==> config.mk <==
export PLATFORM = sky130hd
export DESIGN_NAME = servo_ramp
export DESIGN_NICKNAME = d
export VERILOG_FILES = /design/src/rtl/servo_pkg.sv /design/src/rtl/servo_frame_timer.sv /design/src/rtl/servo_ramp.sv
export SDC_FILE = /design/constraint.sdc
export NUM_CORES = 1
export LEC_CHECK = 0
export CAP_MARGIN = 5
export CORE_UTILIZATION = 30
export CTS_BUF_LIST = sky130_fd_sc_hd__clkbuf_4 sky130_fd_sc_hd__clkbuf_8 sky130_fd_sc_hd__clkbuf_16
export DETAILED_ROUTE_END_ITERATION = 8
export RECOVER_POWER = 25
export SLEW_MARGIN = 15
export SYNTH_ARGS = -nofsm -noshare
export SYNTH_HDL_FRONTEND = slang
export SYNTH_SLANG_ARGS = --single-unit
==> constraint.sdc <==
create_clock -name PCLK -period 25.3 [get_ports PCLK]
set_clock_uncertainty 0.2 [all_clocks]
set_input_delay 3.795 -clock PCLK [delete_from_list [all_inputs] [get_ports PCLK]]
set_output_delay 3.795 -clock PCLK [all_outputs]
set_load 0.005 [all_outputs]
==> src/rtl/servo_pkg.sv <==
// ============================================================================
// Module      : servo_pkg
// Description : Shared constants, register map and types for the servo path.
// Revision    : 1.0 - initial release
// ============================================================================
`default_nettype none

package servo_pkg;

  // Frame length and neutral width are shared with the PWM stage.
  localparam int unsigned c_period        = 2000000;
  localparam int unsigned c_default_width = 150000;
  localparam int unsigned c_default_min   = 100000;
  localparam int unsigned c_default_max   = 200000;
  localparam int unsigned c_default_step  = 1000;

  localparam logic [2:0] c_reg_target = 3'd0;
  localparam logic [2:0] c_reg_step   = 3'd1;
  localparam logic [2:0] c_reg_min    = 3'd2;
  localparam logic [2:0] c_reg_max    = 3'd3;
  localparam logic [2:0] c_reg_status = 3'd4;
  localparam logic [2:0] c_reg_width  = 3'd5;

  localparam int unsigned c_bit_settled = 0;
  localparam int unsigned c_bit_clamped = 1;
  localparam int unsigned c_bit_cfg_err = 2;

  typedef enum logic [1:0] {
    ST_SETTLED   = 2'd0,
    ST_RAMP_UP   = 2'd1,
    ST_RAMP_DOWN = 2'd2
  } ramp_state_t;

  function automatic logic [31:0] clamp_width(input logic [31:0] t,
                                              input logic [31:0] lo,
                                              input logic [31:0] hi);
    logic [31:0] v;
    v = (t < lo) ? lo : t;
    return (v > hi) ? hi : v;
  endfunction

endpackage

`default_nettype wire

==> src/rtl/servo_frame_timer.sv <==
// ============================================================================
// Module      : servo_frame_timer
// Description : Free-running PERIOD counter; o_tick marks the last frame cycle.
// Revision    : 1.0 - initial release
// ============================================================================
`default_nettype none

module servo_frame_timer
  import servo_pkg::*;
#(
  parameter int unsigned PERIOD = c_period
) (
  input  logic clk,
  input  logic rst_n,
  output logic o_tick
);

  localparam int unsigned CW = (PERIOD > 1) ? $clog2(PERIOD) : 1;
  localparam logic [CW-1:0] c_last = CW'(PERIOD - 1);

  logic [CW-1:0] r_count;

  assign o_tick = (r_count == c_last);

  always_ff @(posedge clk or negedge rst_n) begin
    if (!rst_n) begin
      r_count <= '0;
    end else if (o_tick) begin
      r_count <= '0;
    end else begin
      r_count <= r_count + CW'(1);
    end
  end

endmodule

`default_nettype wire

==> src/rtl/servo_ramp.sv <==
// ============================================================================
// Module      : servo_ramp
// Description : APB3 slave slewing the PWM pulse width toward a clamped target.
// Revision    : 1.0 - initial release
// ============================================================================
`default_nettype none

module servo_ramp
  import servo_pkg::*;
#(
  parameter int unsigned PERIOD        = c_period,
  parameter int unsigned DEFAULT_WIDTH = c_default_width,
  parameter int unsigned DEFAULT_MIN   = c_default_min,
  parameter int unsigned DEFAULT_MAX   = c_default_max,
  parameter int unsigned DEFAULT_STEP  = c_default_step
) (
  input  logic        PCLK,
  input  logic        PRESERN,
  input  logic        PSEL,
  input  logic        PENABLE,
  input  logic        PWRITE,
  input  logic [31:0] PADDR,
  input  logic [31:0] PWDATA,
  output logic [31:0] PRDATA,
  output logic        PREADY,
  output logic        PSLVERR,
  output logic [31:0] pulse_width,
  output logic        width_update,
  output logic        settled
);

  logic [31:0] r_target, r_step, r_min, r_max, r_width;
  logic        r_clamped, r_update;
  ramp_state_t r_state, w_state_nxt;

  logic        w_tick, w_wr, w_cfg_err, w_up;
  logic [2:0]  w_sel;
  logic [31:0] w_ct, w_diff, w_width_nxt;
  logic        w_unused;

  servo_frame_timer #(.PERIOD(PERIOD)) u_timer (
    .clk    (PCLK),
    .rst_n  (PRESERN),
    .o_tick (w_tick)
  );

  assign w_wr      = PSEL & PENABLE & PWRITE;
  assign w_sel     = PADDR[4:2];
  assign w_unused  = ^{PADDR[31:5], PADDR[1:0]};
  assign w_cfg_err = (r_min > r_max);
  assign w_ct      = clamp_width(r_target, r_min, r_max);

  // Magnitude by compare-then-subtract keeps everything unsigned and wrap-free.
  assign w_up   = (r_width < w_ct);
  assign w_diff = w_up ? (w_ct - r_width) : (r_width - w_ct);

  always_comb begin
    w_width_nxt = w_ct;
    if ((r_step != '0) && (w_diff > r_step)) begin
      w_width_nxt = w_up ? (r_width + r_step) : (r_width - r_step);
    end
  end

  always_comb begin
    w_state_nxt = ST_SETTLED;
    if (r_width < w_ct) begin
      w_state_nxt = ST_RAMP_UP;
    end else if (r_width > w_ct) begin
      w_state_nxt = ST_RAMP_DOWN;
    end
  end

  always_ff @(posedge PCLK or negedge PRESERN) begin
    if (!PRESERN) begin
      r_state <= ST_SETTLED;
    end else begin
      r_state <= w_state_nxt;
    end
  end

  always_ff @(posedge PCLK or negedge PRESERN) begin
    if (!PRESERN) begin
      r_target  <= DEFAULT_WIDTH;
      r_step    <= DEFAULT_STEP;
      r_min     <= DEFAULT_MIN;
      r_max     <= DEFAULT_MAX;
      r_width   <= DEFAULT_WIDTH;
      r_clamped <= 1'b0;
      r_update  <= 1'b0;
    end else begin
      r_update <= 1'b0;
      if (w_wr) begin
        case (w_sel)
          c_reg_target: r_target <= PWDATA;
          c_reg_step:   r_step   <= PWDATA;
          c_reg_min:    r_min    <= PWDATA;
          c_reg_max:    r_max    <= PWDATA;
          c_reg_status: if (PWDATA[c_bit_clamped]) r_clamped <= 1'b0;
          default:      ;
        endcase
      end
      // A clamp seen on the same tick as a clear wins, so no event is lost.
      if (w_tick) begin
        if (w_ct != r_target) begin
          r_clamped <= 1'b1;
        end
        if (!w_cfg_err) begin
          r_width  <= w_width_nxt;
          r_update <= (w_width_nxt != r_width);
        end
      end
    end
  end

  always_comb begin
    PRDATA = '0;
    if (PSEL) begin
      case (w_sel)
        c_reg_target: PRDATA = r_target;
        c_reg_step:   PRDATA = r_step;
        c_reg_min:    PRDATA = r_min;
        c_reg_max:    PRDATA = r_max;
        c_reg_status: begin
          PRDATA[c_bit_settled] = (r_state == ST_SETTLED);
          PRDATA[c_bit_clamped] = r_clamped;
          PRDATA[c_bit_cfg_err] = w_cfg_err;
        end
        c_reg_width:  PRDATA = r_width;
        default:      PRDATA = '0;
      endcase
    end
  end

  assign PREADY       = 1'b1;
  assign PSLVERR      = 1'b0;
  assign pulse_width  = r_width;
  assign width_update = r_update;
  assign settled      = (r_state == ST_SETTLED);

endmodule

`default_nettype wire

==> flow_summary_export.csv <==
group,metric,value,unit
power_and_ir_drop,power_per_cell_area,120.1,nW/um2
clock_network,cts_resized,0,
sta,final.setup.tns,0,ps
power_and_ir_drop,share_comb_of_total_power,73.6,%
drt,ant_nets,0,
floorplan,dieHeight,255.6,um
synthesis,synthFlopType,"dfrtp_1",
finish,number_of_nets_in_the_layout,2769,
synthesis,synth_nets,2735,
sta,crit_path_time_final,16470,ps
worst_setup_path,worstSetupStartpointType,"flip-flop",
sta,tightestPinTransition,5395,ps
floorplan,ios,137,
sta,maxClockFrequency,60.70,MHz
sta,timing.final.max_slew_violations,90,
power_and_ir_drop,p_int,1.220,mW
clock_network,cts-buffers-inserted,17,
power_and_ir_drop,clock_power_share,10.5,%
worst_setup_path,cpMostUsedCell,"buf_4",
power_and_ir_drop,power.leakage,9.200,nW
sta,slew-limit-headroom,-259.7,%
placed_design,port_buffers,105,
floorplan,design.die.area,65330,um2
synthesis,synth.most_common_cell,"o21ai_0",
drt,drc,0,
clock_network,cts_post_setup_buffers_inserted,0,
synthesis,postSynth.asyncResetShare,100.0,%
drt,routed_wire_length_per_instance,20.69,um
clock_network,cts_max_level,4,
job,cap_viol_max_count,1,
finish,area_growth_syn_to_layout,12.80,%
power_and_ir_drop,pwr-share-seq,15.9,%
power_and_ir_drop,power.share.switching,53.31,%
drt,dr.pass1.iters,7,
worst_setup_path,cp-end-kind,"flip-flop",
power_and_ir_drop,p_switching,1.393,mW
floorplan,number_of_placement_rows,92,
synthesis,netlist-cell-type-count,89,
placed_design,globalplace.congestion,0.9763,
synthesis,yosysWarningCount,0,
power_and_ir_drop,max-vdd-ir-drop,0.09287,mV
placed_design,dpl_wire_length,54.96,mm
synthesis,ys_top_cells_by_count,"o21ai_0, nand2_1, ha_1",
grt,number_of_global_route_vias_before_repair,17280,
grt,grt_first_pass_wirelength,104.8,mm
sta,unrepaired_setup_endpoints_after_global_routing,"no",
floorplan,die_w,255.6,um
worst_setup_path,critical_path_required,25400,ps
grt,pin_count_of_the_biggest_net_entering_global_routing,90,
finish,postLayoutCoreUtil,34.37,%
synthesis,synth.area.top_cells,"dfrtp_1, ha_1, o21ai_0, xnor2_1, nand2_1",
finish,drive_gt1_share,8.203,%
clock_network,cts-hold-fix-buffers,0,
sta,timing.final.hold_violations,0,
synthesis,synth_area_per_cell,7.907,um2
worst_setup_path,crit_slowest_cell,"a21oi_4",
synthesis,synthesis.instances,2440,
grt,gr-usage-all-layers,20.64,%
worst_setup_path,worst_path_largest_cell_delay,740,ps
outcome,status,"finished, violations left",
clock_network,tritoncts,"built",
worst_setup_path,path_class,"flip-flop to flip-flop",
drt,vias,18400,
worst_hold_path,min-delay-path-class,"flip-flop to flip-flop",
sta,final_setup_violation_count,0,
floorplan,placeableCoreArea,63310,um2
finish,fillerInstances,6745,
synthesis,synth_top_area_share,19.59,%
clock_network,clkSinkCount,185,
floorplan,initial_utilization,30.47,%
clock_network,ctsRootBufferMaster,"clkbuf_16",
outcome,failed_checks,"max-capacitance violations, max-slew violations",
sta,post-route-period-util,65.12,%
clock_network,clk_latency,460,ps
grt,initial_antenna_violation_count,1,
drt,number_of_vias_per_cell_after_detailed_routing,5.519,
synthesis,synth_top_area_cell,"dfrtp_1",
synthesis,synth_enable_flop_cells,0,
drt,first_iter_violations,1628,
grt,grt_overflow_total,0,
worst_setup_path,cp.arrival,16580,ps
drt,route.final.wire_length,68.99,mm
synthesis,netlist_area,19290,um2
clock_network,clkSlewWorstSetupHoldPaths,70,ps
synthesis,synth-seq-cells,185,
worst_setup_path,largest_fanout_on_the_critical_path,49,
synthesis,ys_seq_area_share,24.22,%
clock_network,ctsLongestPathBuffers,2,
-- final timing paths --
| path | slack (ps) | end | from | cells past startpoint |
|---|---|---|---|---|
| hold reg to reg | 260 | u_timer.r_count[0]$_DFF_PN0_ | u_timer.r_count[0]$_DFF_PN0_ | 1 |
| hold / removal | 260 | u_timer.r_count[0]$_DFF_PN0_ | u_timer.r_count[0]$_DFF_PN0_ | 1 |
| setup reg to reg | 8830 | width_update$_DFF_PN0_ | r_min[7]$_DFFE_PN1P_ | 49 |
| setup / recovery | 8830 | width_update$_DFF_PN0_ | r_min[7]$_DFFE_PN1P_ | 49 |
| max in group asynchronous | 16400 | u_timer.r_count[3]$_DFF_PN0_ | PRESERN | 3 |
| min in group asynchronous | 5120 | r_target[28]$_DFFE_PN0P_ | PRESERN | 1 |
-- state kept, by name, indices dropped and copies added, names as in the netlist --
name	cells
width_update	1
r_target	32
r_state	2
r_max	32
r_clamped	1
r_min	32
r_step	32
u_timer.r_count	21
pulse_width	32
-- critical path: cells and delay by family (launching register included) --
family | cells | cell delay [ps]
AOI/OAI and AO/OA | 20 | 6310
and+or+nand+nor | 14 | 4180
DFF | 1 | 560
buffers and inverters | 8 | 2670
xor gates and xnor gates | 2 | 300
muxes | 1 | 400
adders and majority gates | 4 | 1630
-- per-stage QoR --
stage	setup slack (ps)	hold WS, ps	total power, mW	cell area, um2	instances
after floorplan	14430	232.9	1.776	19290	2440
after global placement	9236	250.2	2.280	21190	3301
after detailed placement	9203	254.8	2.288	21190	3301
after CTS	9155	264.8	2.576	21770	3333
after global routing	8257	290.0	2.806	21760	3334
final	8825	262.6	2.613	21760	3334
-- per-layer routing --
| layer | vias to the layer above | global-route usage [%] | wire [um] |
|---|---|---|---|
| li1 | 8844 | - | - |
| met1 | 8759 | 29.08 | 31620 |
| met2 | 702 | 32.34 | 30380 |
| met3 | 97 | 1.743 | 4241 |
| met4 | 0 | 8.483 | 2758 |
| met5 | - | 0 | 0 |
-- layout by cell type, fill, tap and decap left out, types with 29 or more instances in the layout --
| master | instances |
|---|---|
| a222oi_1 | 29 |
| xor2_1 | 39 |
| mux2i_1 | 44 |
| nand4_1 | 48 |
| nand2_1 | 270 |
| ha_1 | 223 |
| o21ai_0 | 307 |
| inv_1 | 186 |
| buf_4 | 40 |
| mux2_2 | 43 |
| a21oi_1 | 183 |
| dfstp_2 | 34 |
| dfrtp_1 | 151 |
| clkdlybuf4s50_1 | 102 |
| nand3_1 | 43 |
| nor2_1 | 151 |
| a21o_1 | 42 |
| xnor2_1 | 119 |
-- area by class of cell --
class                   instances  area (um2)  share of cell area [%]
multi-input cells            1938       13410                   61.61
clock buffers                  17       425.4                   1.955
flip-flops and latches        185        4672                   21.47
well taps                     846        1059                   4.864
inverters                     187       701.9                   3.225
repair buffers                145        1335                   6.135
diodes                          1       2.502                 0.01150
clock inverters                15       158.9                  0.7302
-- power groups by stage --
| stage | clock, mW | combinational, mW | sequential, mW |
|---|---|---|---|
| after floorplan | 0 | 1.38 | 0.392 |
| after global placement | 0 | 1.86 | 0.416 |
| after detailed placement | 0 | 1.87 | 0.417 |
| after CTS | 0.280 | 1.88 | 0.412 |
| after global routing | 0.290 | 2.10 | 0.421 |
| final | 0.275 | 1.92 | 0.415 |
-- cell families after synthesis --
kind of cell               after synthesis  synth area share (%)
AOI/OAI and AO/OA                      791                 25.72
xor gates and xnor gates               158                 7.173
adders and majority gates              226                 14.77
buffers and inverters                  317                 6.622
DFF                                    185                 24.22
muxes                                   90                 5.143
other                                    2               0.03893
and+or+nand+nor                        671                 16.32
(Power assumes the default switching activity.)
